**src/rtl/dma_arb_pkg.sv**
```systemverilog
// Shared types and constants for the DMA system-bus arbiter.
package dma_arb_pkg;

    typedef enum logic [0:0] {ARB, OWN} arb_state_t;

    localparam int unsigned REQ_IM           = 0;
    localparam int unsigned REQ_DM           = 1;
    localparam int unsigned REQ_DMA          = 2;
    localparam int unsigned N_REQ_DEFAULT    = REQ_DMA + 1;
    localparam int unsigned LOCK_MAX_DEFAULT = 4;

endpackage

```
**src/rtl/dma_bus_arbiter_rr_picker.sv**
```systemverilog
// Round-robin picker: first set request scanning from ptr upward, wrapping at N.
module rr_picker #(
    parameter int unsigned N   = 3,
    parameter int unsigned IDW = $clog2(N)
) (
    input  logic [N-1:0]   req,
    input  logic [IDW-1:0] ptr,
    output logic           found,
    output logic [IDW-1:0] idx
);

    logic [N-1:0]   mask;
    logic [2*N-1:0] dbl;

    // Low half holds only bits at or above ptr, high half the full vector,
    // so a plain lowest-bit search yields the wrapped round-robin winner.
    always_comb begin
        for (int i = 0; i < int'(N); i++) begin
            mask[i] = (IDW'(i) >= ptr);
        end
        dbl = {req, req & mask};
    end

    always_comb begin
        found = 1'b0;
        idx   = '0;
        for (int i = 0; i < int'(2 * N); i++) begin
            if (!found && dbl[i]) begin
                found = 1'b1;
                idx   = IDW'(i % int'(N));
            end
        end
    end

endmodule

```
**src/rtl/dma_bus_arbiter.sv**
```systemverilog
// Round-robin bus arbiter for CPU IM, CPU DM and DMA; arbitrates only at
// transaction boundaries and supports bounded locked bursts.
module dma_bus_arbiter
    import dma_arb_pkg::*;
#(
    parameter int unsigned N_REQ    = N_REQ_DEFAULT,
    parameter int unsigned LOCK_MAX = LOCK_MAX_DEFAULT,
    parameter int unsigned IDW      = $clog2(N_REQ)
) (
    input  logic             clk,
    input  logic             rst,
    input  logic [N_REQ-1:0] req,
    input  logic [N_REQ-1:0] lock,
    input  logic             txn_done,
    output logic [N_REQ-1:0] grant,
    output logic [IDW-1:0]   grant_id,
    output logic             busy,
    output logic [7:0]       lock_cnt
);

    localparam logic [7:0]     LOCK_LAST = 8'(LOCK_MAX - 1);
    localparam logic [IDW-1:0] ID_LAST   = IDW'(N_REQ - 1);

    arb_state_t       state_q, state_d;
    logic [N_REQ-1:0] grant_q, grant_d;
    logic [IDW-1:0]   grant_id_q, grant_id_d;
    logic [7:0]       lock_cnt_q, lock_cnt_d;
    logic [IDW-1:0]   rr_ptr_q, rr_ptr_d;

    logic             pick_found;
    logic [IDW-1:0]   pick_idx;
    logic             keep_bus;
    logic [IDW-1:0]   next_ptr;

    rr_picker #(
        .N   (N_REQ),
        .IDW (IDW)
    ) u_picker (
        .req   (req),
        .ptr   (rr_ptr_q),
        .found (pick_found),
        .idx   (pick_idx)
    );

    always_ff @(posedge clk) begin
        if (rst) begin
            state_q    <= ARB;
            grant_q    <= '0;
            grant_id_q <= '0;
            lock_cnt_q <= '0;
            rr_ptr_q   <= '0;
        end else begin
            state_q    <= state_d;
            grant_q    <= grant_d;
            grant_id_q <= grant_id_d;
            lock_cnt_q <= lock_cnt_d;
            rr_ptr_q   <= rr_ptr_d;
        end
    end

    assign keep_bus = lock[grant_id_q] & req[grant_id_q] & (lock_cnt_q < LOCK_LAST);
    assign next_ptr = (grant_id_q == ID_LAST) ? '0 : grant_id_q + IDW'(1);

    always_comb begin
        state_d    = state_q;
        grant_d    = grant_q;
        grant_id_d = grant_id_q;
        lock_cnt_d = lock_cnt_q;
        rr_ptr_d   = rr_ptr_q;
        case (state_q)
            ARB: begin
                if (pick_found) begin
                    state_d           = OWN;
                    grant_d           = '0;
                    grant_d[pick_idx] = 1'b1;
                    grant_id_d        = pick_idx;
                    lock_cnt_d        = '0;
                end
            end
            OWN: begin
                // req/lock only matter on the closing handshake of a transaction.
                if (txn_done) begin
                    if (keep_bus) begin
                        lock_cnt_d = lock_cnt_q + 8'd1;
                    end else begin
                        state_d    = ARB;
                        grant_d    = '0;
                        grant_id_d = '0;
                        lock_cnt_d = '0;
                        rr_ptr_d   = next_ptr;
                    end
                end
            end
            default: begin
                state_d = ARB;
            end
        endcase
    end

    always_comb begin
        grant    = grant_q;
        grant_id = grant_id_q;
        busy     = (state_q == OWN);
        lock_cnt = lock_cnt_q;
    end

endmodule
```
**config.mk**
```make
export PLATFORM = sky130hd
export DESIGN_NAME = dma_bus_arbiter
export DESIGN_NICKNAME = d
export VERILOG_FILES = /design/src/rtl/dma_arb_pkg.sv /design/src/rtl/dma_bus_arbiter_rr_picker.sv /design/src/rtl/dma_bus_arbiter.sv
export SDC_FILE = /design/constraint.sdc
export NUM_CORES = 1
export LEC_CHECK = 0
export ABC_CLOCK_PERIOD_IN_PS = 2300
export BUFFER_PORTS_ARGS = -buffer_cell sky130_fd_sc_hd__buf_4
export CORE_MARGIN = 1.5
export CORE_UTILIZATION = 40
export DETAILED_ROUTE_END_ITERATION = 16
export PLACE_DENSITY = 0.68
export SKIP_CTS_REPAIR_TIMING = 1
export SYNTH_ARGS = -nofsm -noshare
export SYNTH_HDL_FRONTEND = slang
export SYNTH_HIERARCHICAL = 1
export SYNTH_SLANG_ARGS = --single-unit
```
**constraint.sdc**
```tcl
create_clock -name clk -period 2.3 [get_ports clk]
set_input_delay 0.46 -clock clk [delete_from_list [all_inputs] [get_ports clk]]
set_output_delay 0.46 -clock clk [all_outputs]
set_load 0.05 [all_outputs]
```
==> flow_summary.ini, run 1 <==
[clock_network]
cts_tree = yes
cts_sinks = 16
cts_buffers = 3
htree_num_levels = 1
clockBufferDepth = 2
clk_pin_slew_ns = 0.09
cts_root_buf = clkbuf_4
clock_latency_ns = 0.29

[finish]
nFillCells = 166
diodes = 0
final_cell_mix = 22 x buf_4, 16 x dfxtp_1, 6 x a21oi_1
utilization_pct = 56.0
layout-drive-gt1-share_pct = 33.7
fin_nets = 112
mostFrequentLayoutCell = buf_4
syn_to_final_growth_pct = 29.7

[synthesis]
yosys_warnings = 6
synthXorXnorAreaFrac_pct = 0
synth_top_family_by_area = simple AND/OR/NAND/NOR gates
netlist_area_sq_um = 753
synthMuxAreaShare_pct = 1.33
async_flop_share_pct = 0
synthAdderAreaFrac_pct = 1.66
yosysTopAreaCell = dfxtp_1
synth_nets = 87
yosys_register_bits = 16
syn_area_per_cell_sq_um = 9.78
synth_edf_count = 0
synth_seq_area_share_pct = 42.5
synth-simple-area-share_pct = 36.9
synth_ff_type = dfxtp_1
synthesis.instances = 77
synth_area_leaders = dfxtp_1 43%, a21oi_1 4.0%, o41ai_4 3.7%, nand4b_1 3.5%, and2_1 3.3%
synth.distinct_cells = 33
synth-compound-area-share_pct = 15.4
synth_top_area_share_pct = 42.5

[global_routing]
antenna_found_initial = 0
grt_max_degree = 18
grt_overflow = 0
grt_pass1_wl_microns = 2530
grt_pass1_vias = 571
grt_usage_pct = 17.1

[sta]
setup_tns_ns = 0
rsz0062_at_grt = no
slew_viol_final = 0
tightest_slew_ns = 0.445
slew_headroom_pct = 70.2
setup_viol = 0
fin_crit_sh_pct = 77.3
clock_skew_ns = 0.00362
fmax_mhz = 563
min_period_ns = 1.78
hold_viol_final = 0

[route]
vias_per_cell = 5.41
drtIter0Drc = 4
drc = 0
wire_per_inst_microns = 12.5
routed_wirelength_microns = 1570
vias = 682
antenna_left = 0
first_pass_iters = 4

[placement]
post-dp-hpwl_microns = 1150
io_buffers = 22
routabilityCongestion = 0.790

[die]
die_area_sq_mm = 0.00215
io_pins = 23
die_h_microns = 46.4
die_x_microns = 46.4
fp.coreArea_sq_mm = 0.00175
num_rows = 15
start_util_pct = 43.2

[outcome]
run_status = finished clean

[power]
power_density_mw_per_mm2 = 587
max-vdd-ir-drop_mv = 0.441
total_leakage_power_uw = 0.000411

[worst_setup_path]
crit_path_end_kind = register
path_max_fanout = 5
crit_type = reg -> reg
cp_slowest_stage_delay_ns = 0.45
crit_arrival_ns = 2.00
required_ns = 2.52
cpMaxStageDelayCell = or4_4
path_cells = ha_1 > or4_4 > o41ai_4 > nand4_1 > a21oi_1
start_kind = register

[worst_hold_path]
min_path_type = in -> reg

[run]
max_cap_violations = 0
## registers in the layout, summed over array words and instances (netlist names)
signal	cells
rr_ptr_q	2
grant_id	2
grant	3
busy	1
lock_cnt	8
## area by class of cell
class                           count  area, sq um  area share [%]
Clock buffer                        4         36.3            3.71
Inverter                            2         7.51           0.768
Multi-Input combinational cell     57          417            42.6
Sequential cell                    16          320            32.8
Tap cell                           25         31.3            3.20
Timing Repair Buffer               22          165            16.9
## critical path: cells and delay by family, from the launching register on
kind            cells  cell delay [ns]
compound gates      2             0.56
simple gates        2             0.59
flops               1             0.35
fa+ha+maj           1             0.21
## metrics by stage
step	hold WS, ns	worst slack [ns]	cell area (sq um)	total power, uW	std cells
after CTS	0.451	0.518	977	579	126
after floorplan	0.469	0.396	753	364	77
final	0.456	0.523	977	574	126
after global placement	0.464	0.559	941	397	122
after global routing	0.461	0.415	977	599	126
after detailed placement	0.465	0.543	941	398	122
## where the power goes
group | leakage, uW | switching [uW] | internal (uW) | total, uW
sequential | 0.000130 | 8.33 | 285 | 294
clock | 0.0000210 | 86.2 | 96.5 | 183
combinational | 0.000260 | 60.6 | 37.1 | 97.6
total | 0.000411 | 155 | 419 | 574
## synth_stat cells, drive strengths merged, types with 2 or more instances
| cell | instances |
|---|---|
| nor2b | 2 |
| dfxtp | 16 |
| nand2 | 4 |
| a21oi | 6 |
| nand3 | 5 |
| nor3 | 2 |
| nand3b | 3 |
| nand4b | 3 |
| o32ai | 2 |
| nor2 | 3 |
| nand4 | 4 |
| inv | 2 |
| nand2b | 2 |
| and2 | 5 |
| nor3b | 3 |
## cell families after synthesis
kind of cell,after synthesis
adders and majority gates,1
and+or+nand+nor,41
DFF,16
muxes,1
AOI/OAI and AO/OA,14
buffers and inverters,4
## layer usage
metal  wire, microns  vias to the layer above  part of all wire [%]  global-route usage, %
met2             737                       19                    47                   28.3
li1                -                      337                     -                      -
met1             706                      318                    45                   19.2
met3              94                        8                   6.0                   7.06
met5               0                        -                     0                      0
met4              34                        0                   2.2                   6.86
## path summary, 6_finish.rpt
check / startpoint / endpoint / slack (ns) / depth (start not counted)
max: lock_cnt[0] / grant[0] / 0.52 / 5
min: rst / lock_cnt[0] / 0.46 / 2
max reg2reg: lock_cnt[0] / grant[0] / 0.52 / 5
min reg2reg: grant[1] / grant[1] / 0.48 / 2
Note: power is estimated with default switching activity, not from simulation.
==> run 2: changes to the inputs <==
--- a/config.mk
+++ b/config.mk
@@ -5,7 +5,7 @@
 export SDC_FILE = /design/constraint.sdc
 export NUM_CORES = 1
 export LEC_CHECK = 0
-export ABC_CLOCK_PERIOD_IN_PS = 2300
+export ABC_CLOCK_PERIOD_IN_PS = 1800
 export BUFFER_PORTS_ARGS = -buffer_cell sky130_fd_sc_hd__buf_4
 export CORE_MARGIN = 1.5
 export CORE_UTILIZATION = 40
==> constraint.sdc (replaced) <==
create_clock -name clk -period 1.8 [get_ports clk]
set_input_delay 0.36 -clock clk [delete_from_list [all_inputs] [get_ports clk]]
set_output_delay 0.36 -clock clk [all_outputs]
set_load 0.05 [all_outputs]
==> flow_summary.ini, run 2 (synthesis results as in run 1) <==
[outcome]
run_status = finished clean

[worst_setup_path]
crit_path_end_kind = register
timing.reg2reg.setup_slack_ns = 0.1
crit_arrival_ns = 1.88
start_kind = register
path_max_fanout = 5
r2r-end = rr_ptr_q[1]
timing.rr.start = lock_cnt[0]
r2r_cells = 6
crit_type = reg -> reg
required_ns = 1.98

[clock_network]
cts_tree = yes
clockBufferDepth = 2
htree_num_levels = 1
cts_sinks = 16
cts_root_buf = clkbuf_4
cts_buffers = 3
clk_pin_slew_ns = 0.09
clock_latency_ns = 0.28

[sta]
fin_crit_sh_pct = 94.6
min_period_ns = 1.70
tightest_slew_ns = 0.352
setup_tns_ns = 0
fmax_mhz = 587
rsz0062_at_grt = no
clock_skew_ns = 0.00422
slew_viol_final = 0
setup_viol = 0
slew_headroom_pct = 76.5
hold_viol_final = 0

[finish]
fin_nets = 115
syn_to_final_growth_pct = 31.6
diodes = 0
largest_reg_flops = 8
stdcell_area_sq_um = 991
final_cell_mix = 25 x buf_4, 14 x dfxtp_1, 6 x a21oi_1
layout-drive-gt1-share_pct = 37.9
mostFrequentLayoutCell = buf_4

[die]
start_util_pct = 43.2
fp.coreArea_sq_mm = 0.00175
die_x_microns = 46.4
num_rows = 15
die_area_sq_mm = 0.00215
die_h_microns = 46.4
io_pins = 23

[power]
max-vdd-ir-drop_mv = 0.470
p_total_uw = 683
power_density_mw_per_mm2 = 689
total_leakage_power_uw = 0.000417

[route]
drtIter0Drc = 11
wire_per_inst_microns = 12.5
routed_wirelength_microns = 1600
vias = 680
wl_met2_microns = 810
met1_length_microns = 703
top_layer = met4
antenna_left = 0
wl_met3_microns = 78
drc = 0
vias_per_cell = 5.31
first_pass_iters = 4

[placement]
routabilityCongestion = 0.743
io_buffers = 22
post-dp-hpwl_microns = 1220
placed_area_sq_um = 951

[global_routing]
antenna_found_initial = 0
grt_pass1_wl_microns = 2630
grt_pass1_vias = 610
grt_overflow = 0
grt_usage_pct = 17.7
grt_max_degree = 18

[worst_hold_path]
min_from = rst
hold_depth = 2
worstHoldEndpoint = lock_cnt[1]
min_path_type = in -> reg

[run]
max_cap_violations = 0
-- run 2: critical path: stages, from the launching register on --
cell and delay (ns):
dfxtp_2 0.33, ha_2 0.17, or4_4 0.44, o41ai_4 0.28, buf_4 0.19, nand2_4 0.07, mux2i_1 0.13
-- run 2: worst max path at each step --
| stage | start | end | slack, ns | cells past startpoint |
|---|---|---|---|---|
| after floorplan | lock_cnt[2] | rr_ptr_q[0] | -0.00009 | 4 |
| after global placement | lock_cnt[0] | rr_ptr_q[1] | 0.11 | 5 |
| after detailed placement | lock_cnt[0] | rr_ptr_q[1] | 0.06 | 5 |
| after CTS | lock_cnt[0] | grant[1] | 0.05 | 5 |
| after global routing | lock_cnt[1] | grant[1] | 0.02 | 6 |
| final | lock_cnt[0] | rr_ptr_q[1] | 0.1 | 6 |
-- run 2: report_power, final --
group / internal (uW) / leakage, uW / switching (uW)
Clock: 77.6 / 0.0000138 / 102
Sequential: 364 / 0.000131 / 10.4
Combinational: 49.9 / 0.000272 / 78.1
Total: 492 / 0.000417 / 191
-- run 2: routing by layer --
layer / global-route usage, % / vias up
li1: - / 345
met1: 20.2 / 316
met2: 30.6 / 17
met3: 7.45 / 2
met4: 3.43 / 0
met5: 0 / -
-- run 2: metrics by stage --
step	setup WS [ns]	hold WS, ns	utilization (%)	std cells
6_report	0.0967	0.364	56.8	128
5_1_grt	0.0151	0.368	56.8	128
4_1_cts	0.0533	0.354	55.8	126
3_5_place_dp	0.0607	0.457	54.5	123
3_3_place_gp	0.113	0.457	54.5	123
2_1_floorplan	-0.0000945	0.469	-	77
-- run 2: final cells by class --
cell class                      count  area [sq um]
Fill cell                         176           754
Clock buffer                        3          22.5
Inverter                            2          7.51
Timing Repair Buffer               25           188
Multi-Input combinational cell     57           419
Sequential cell                    16           323
Tap cell                           25          31.3
==> run 3: changes to the inputs <==
--- a/config.mk
+++ b/config.mk
@@ -5,6 +5,7 @@
 export SDC_FILE = /design/constraint.sdc
 export NUM_CORES = 1
 export LEC_CHECK = 0
+export ABC_AREA = 1
 export ABC_CLOCK_PERIOD_IN_PS = 1800
 export BUFFER_PORTS_ARGS = -buffer_cell sky130_fd_sc_hd__buf_4
 export CORE_MARGIN = 1.5
==> flow_summary.ini, run 3 <==
[sta]
tightest_slew_ns = 0.255
rsz0062_at_grt = no
hold-worst-slack_ns = 0.334
min_period_ns = 1.32
fmax_mhz = 759
hold_viol_final = 0
clock_skew_ns = 0.00558
setup_viol = 0
slew_headroom_pct = 83.0
fin_crit_sh_pct = 73.2
setup_tns_ns = 0
slew_viol_final = 0

[power]
total_leakage_power_uw = 0.000482
p_sw_uw = 217
p_sw_share_pct = 30.4
intPower_uw = 498
max-vdd-ir-drop_mv = 0.360
power_density_mw_per_mm2 = 728
clkPwrFrac_pct = 24.5
p_seq_share_pct = 53.2
comb_power_share_pct = 22.2

[route]
wl_met2_microns = 679
wire_per_inst_microns = 10.2
met1_length_microns = 826
drtIter0Drc = 10
antenna_left = 0
first_pass_iters = 4
wl_met3_microns = 101
vias = 719
drc = 0
top_layer = met4
routed_wirelength_microns = 1610
vias_per_cell = 4.55

[synthesis]
netlist_area_sq_um = 768
yosysMostFrequentCell = nand2_1
synth_nets = 119
synth.distinct_cells = 18
synth_ff_type = dfxtp_1
yosys_warnings = 6
async_flop_share_pct = 0
synth_top_area_share_pct = 41.7
synth_seq_area_share_pct = 41.7
synth_area_leaders = dfxtp_1 42%, nand2_1 11%, nor2_1 9.3%, nand3_1 8.5%, inv_1 6.4%
synthesis.instances = 109
yosysTopAreaCell = dfxtp_1
synth_edf_count = 0
yosys_register_bits = 16
synth_common_cells = 23 x nand2_1, 19 x nor2_1, 16 x dfxtp_1, 13 x inv_1, 13 x nand3_1
syn_area_per_cell_sq_um = 7.05

[global_routing]
grt_usage_pct = 16.5
grt_pass1_wl_microns = 2630
grt_pass1_vias = 630
grt_max_degree = 14
antenna_found_initial = 0
grt_overflow = 0

[worst_setup_path]
timing.rr.start = lock_cnt[0]
timing.reg2reg.setup_slack_ns = 0.50
crit_family = flip-flops
required_ns = 1.44
cpMaxStageDelayCell = dfxtp_1
crit_path_end_kind = output pin
path_max_fanout = 7
r2r-end = grant[0]
crit_arrival_ns = 0.96
worst-path-stages = 1
startpoint = grant_id[1]
cp-endpoint = grant_id[1]
path_cells = buf_4
cp_slowest_stage_delay_ns = 0.44
cp_num_buf_inv = 1
crit_type = reg -> out
start_kind = register
r2r_cells = 8

[outcome]
run_status = finished clean

[placement]
io_buffers = 22
routabilityCongestion = 0.773
post-dp-hpwl_microns = 1250

[worst_hold_path]
min_path_type = in -> reg

[finish]
diodes = 0
final_cell_mix = 23 x nand2_1, 22 x buf_4, 19 x nor2_1
fin_nets = 145
largest_reg_flops = 8
mostFrequentLayoutCell = nand2_1
syn_to_final_growth_pct = 28.0
layout-drive-gt1-share_pct = 25.6

[clock_network]
cts_buffers = 3
clockBufferDepth = 2
htree_num_levels = 1
cts_sinks = 16
cts_root_buf = clkbuf_4
cts_tree = yes
clk_pin_slew_ns = 0.08
clock_latency_ns = 0.28

[die]
fp.coreArea_sq_mm = 0.00176
die_area_sq_mm = 0.00219
num_rows = 15
start_util_pct = 43.5
die_h_microns = 46.8
die_x_microns = 46.8
io_pins = 23

[run]
max_cap_violations = 0
==> run 3: how the worst min path moves through the flow <==
stage	start	endpoint	slack, ns	cells after the start
floorplan	rst	grant[0]	0.43	1
global placement	lock_cnt[7]	lock_cnt[7]	0.44	2
detailed placement	lock_cnt[6]	lock_cnt[6]	0.44	2
CTS	rst	lock_cnt[6]	0.33	2
global route	rst	lock_cnt[6]	0.33	2
finish	rst	lock_cnt[6]	0.33	2
==> run 3: cell families after synthesis <==
logic type	synth area share [%]
AND/OR/NAND/NOR	41.7
AO/OA/AOI/OAI	7.16
flip-flops	41.7
buffers and inverters	7.82
adder cells (fa/ha/maj)	1.63
==> run 3: power groups by stage <==
stage                     clock network (uW)  logic (uW)  registers [uW]
after global placement                     0         158             389
after floorplan                            0        78.5             421
after CTS                                184         160             381
after global routing                     197         177             383
after detailed placement                   0         159             390
final                                    176         159             381
==> run 3: cell type report <==
type | instances | area [sq um]
fillers | 194 | 781
multi-input cells | 77 | 388
flip-flops and latches | 16 | 320
repair buffers | 22 | 165
inverters | 15 | 56.3
well taps | 25 | 31.3
clock buffers | 3 | 22.5
==> run 3: metrics by stage <==
step	utilization [%]	cell area, sq um	setup WS [ns]	cells	total power (uW)
6_report	55.7	983	0.483	158	716
2_1_floorplan	-	768	0.301	109	499
5_1_grt	55.7	983	0.359	158	757
3_3_place_gp	54.5	961	0.423	155	547
4_1_cts	55.7	983	0.470	158	726
3_5_place_dp	54.5	961	0.339	155	549
==> run 3: layer usage <==
metal,GRT usage (%),vias up
met5,0,-
met1,22.7,304
met3,6.15,2
li1,-,394
met2,25.8,19
met4,1.67,0
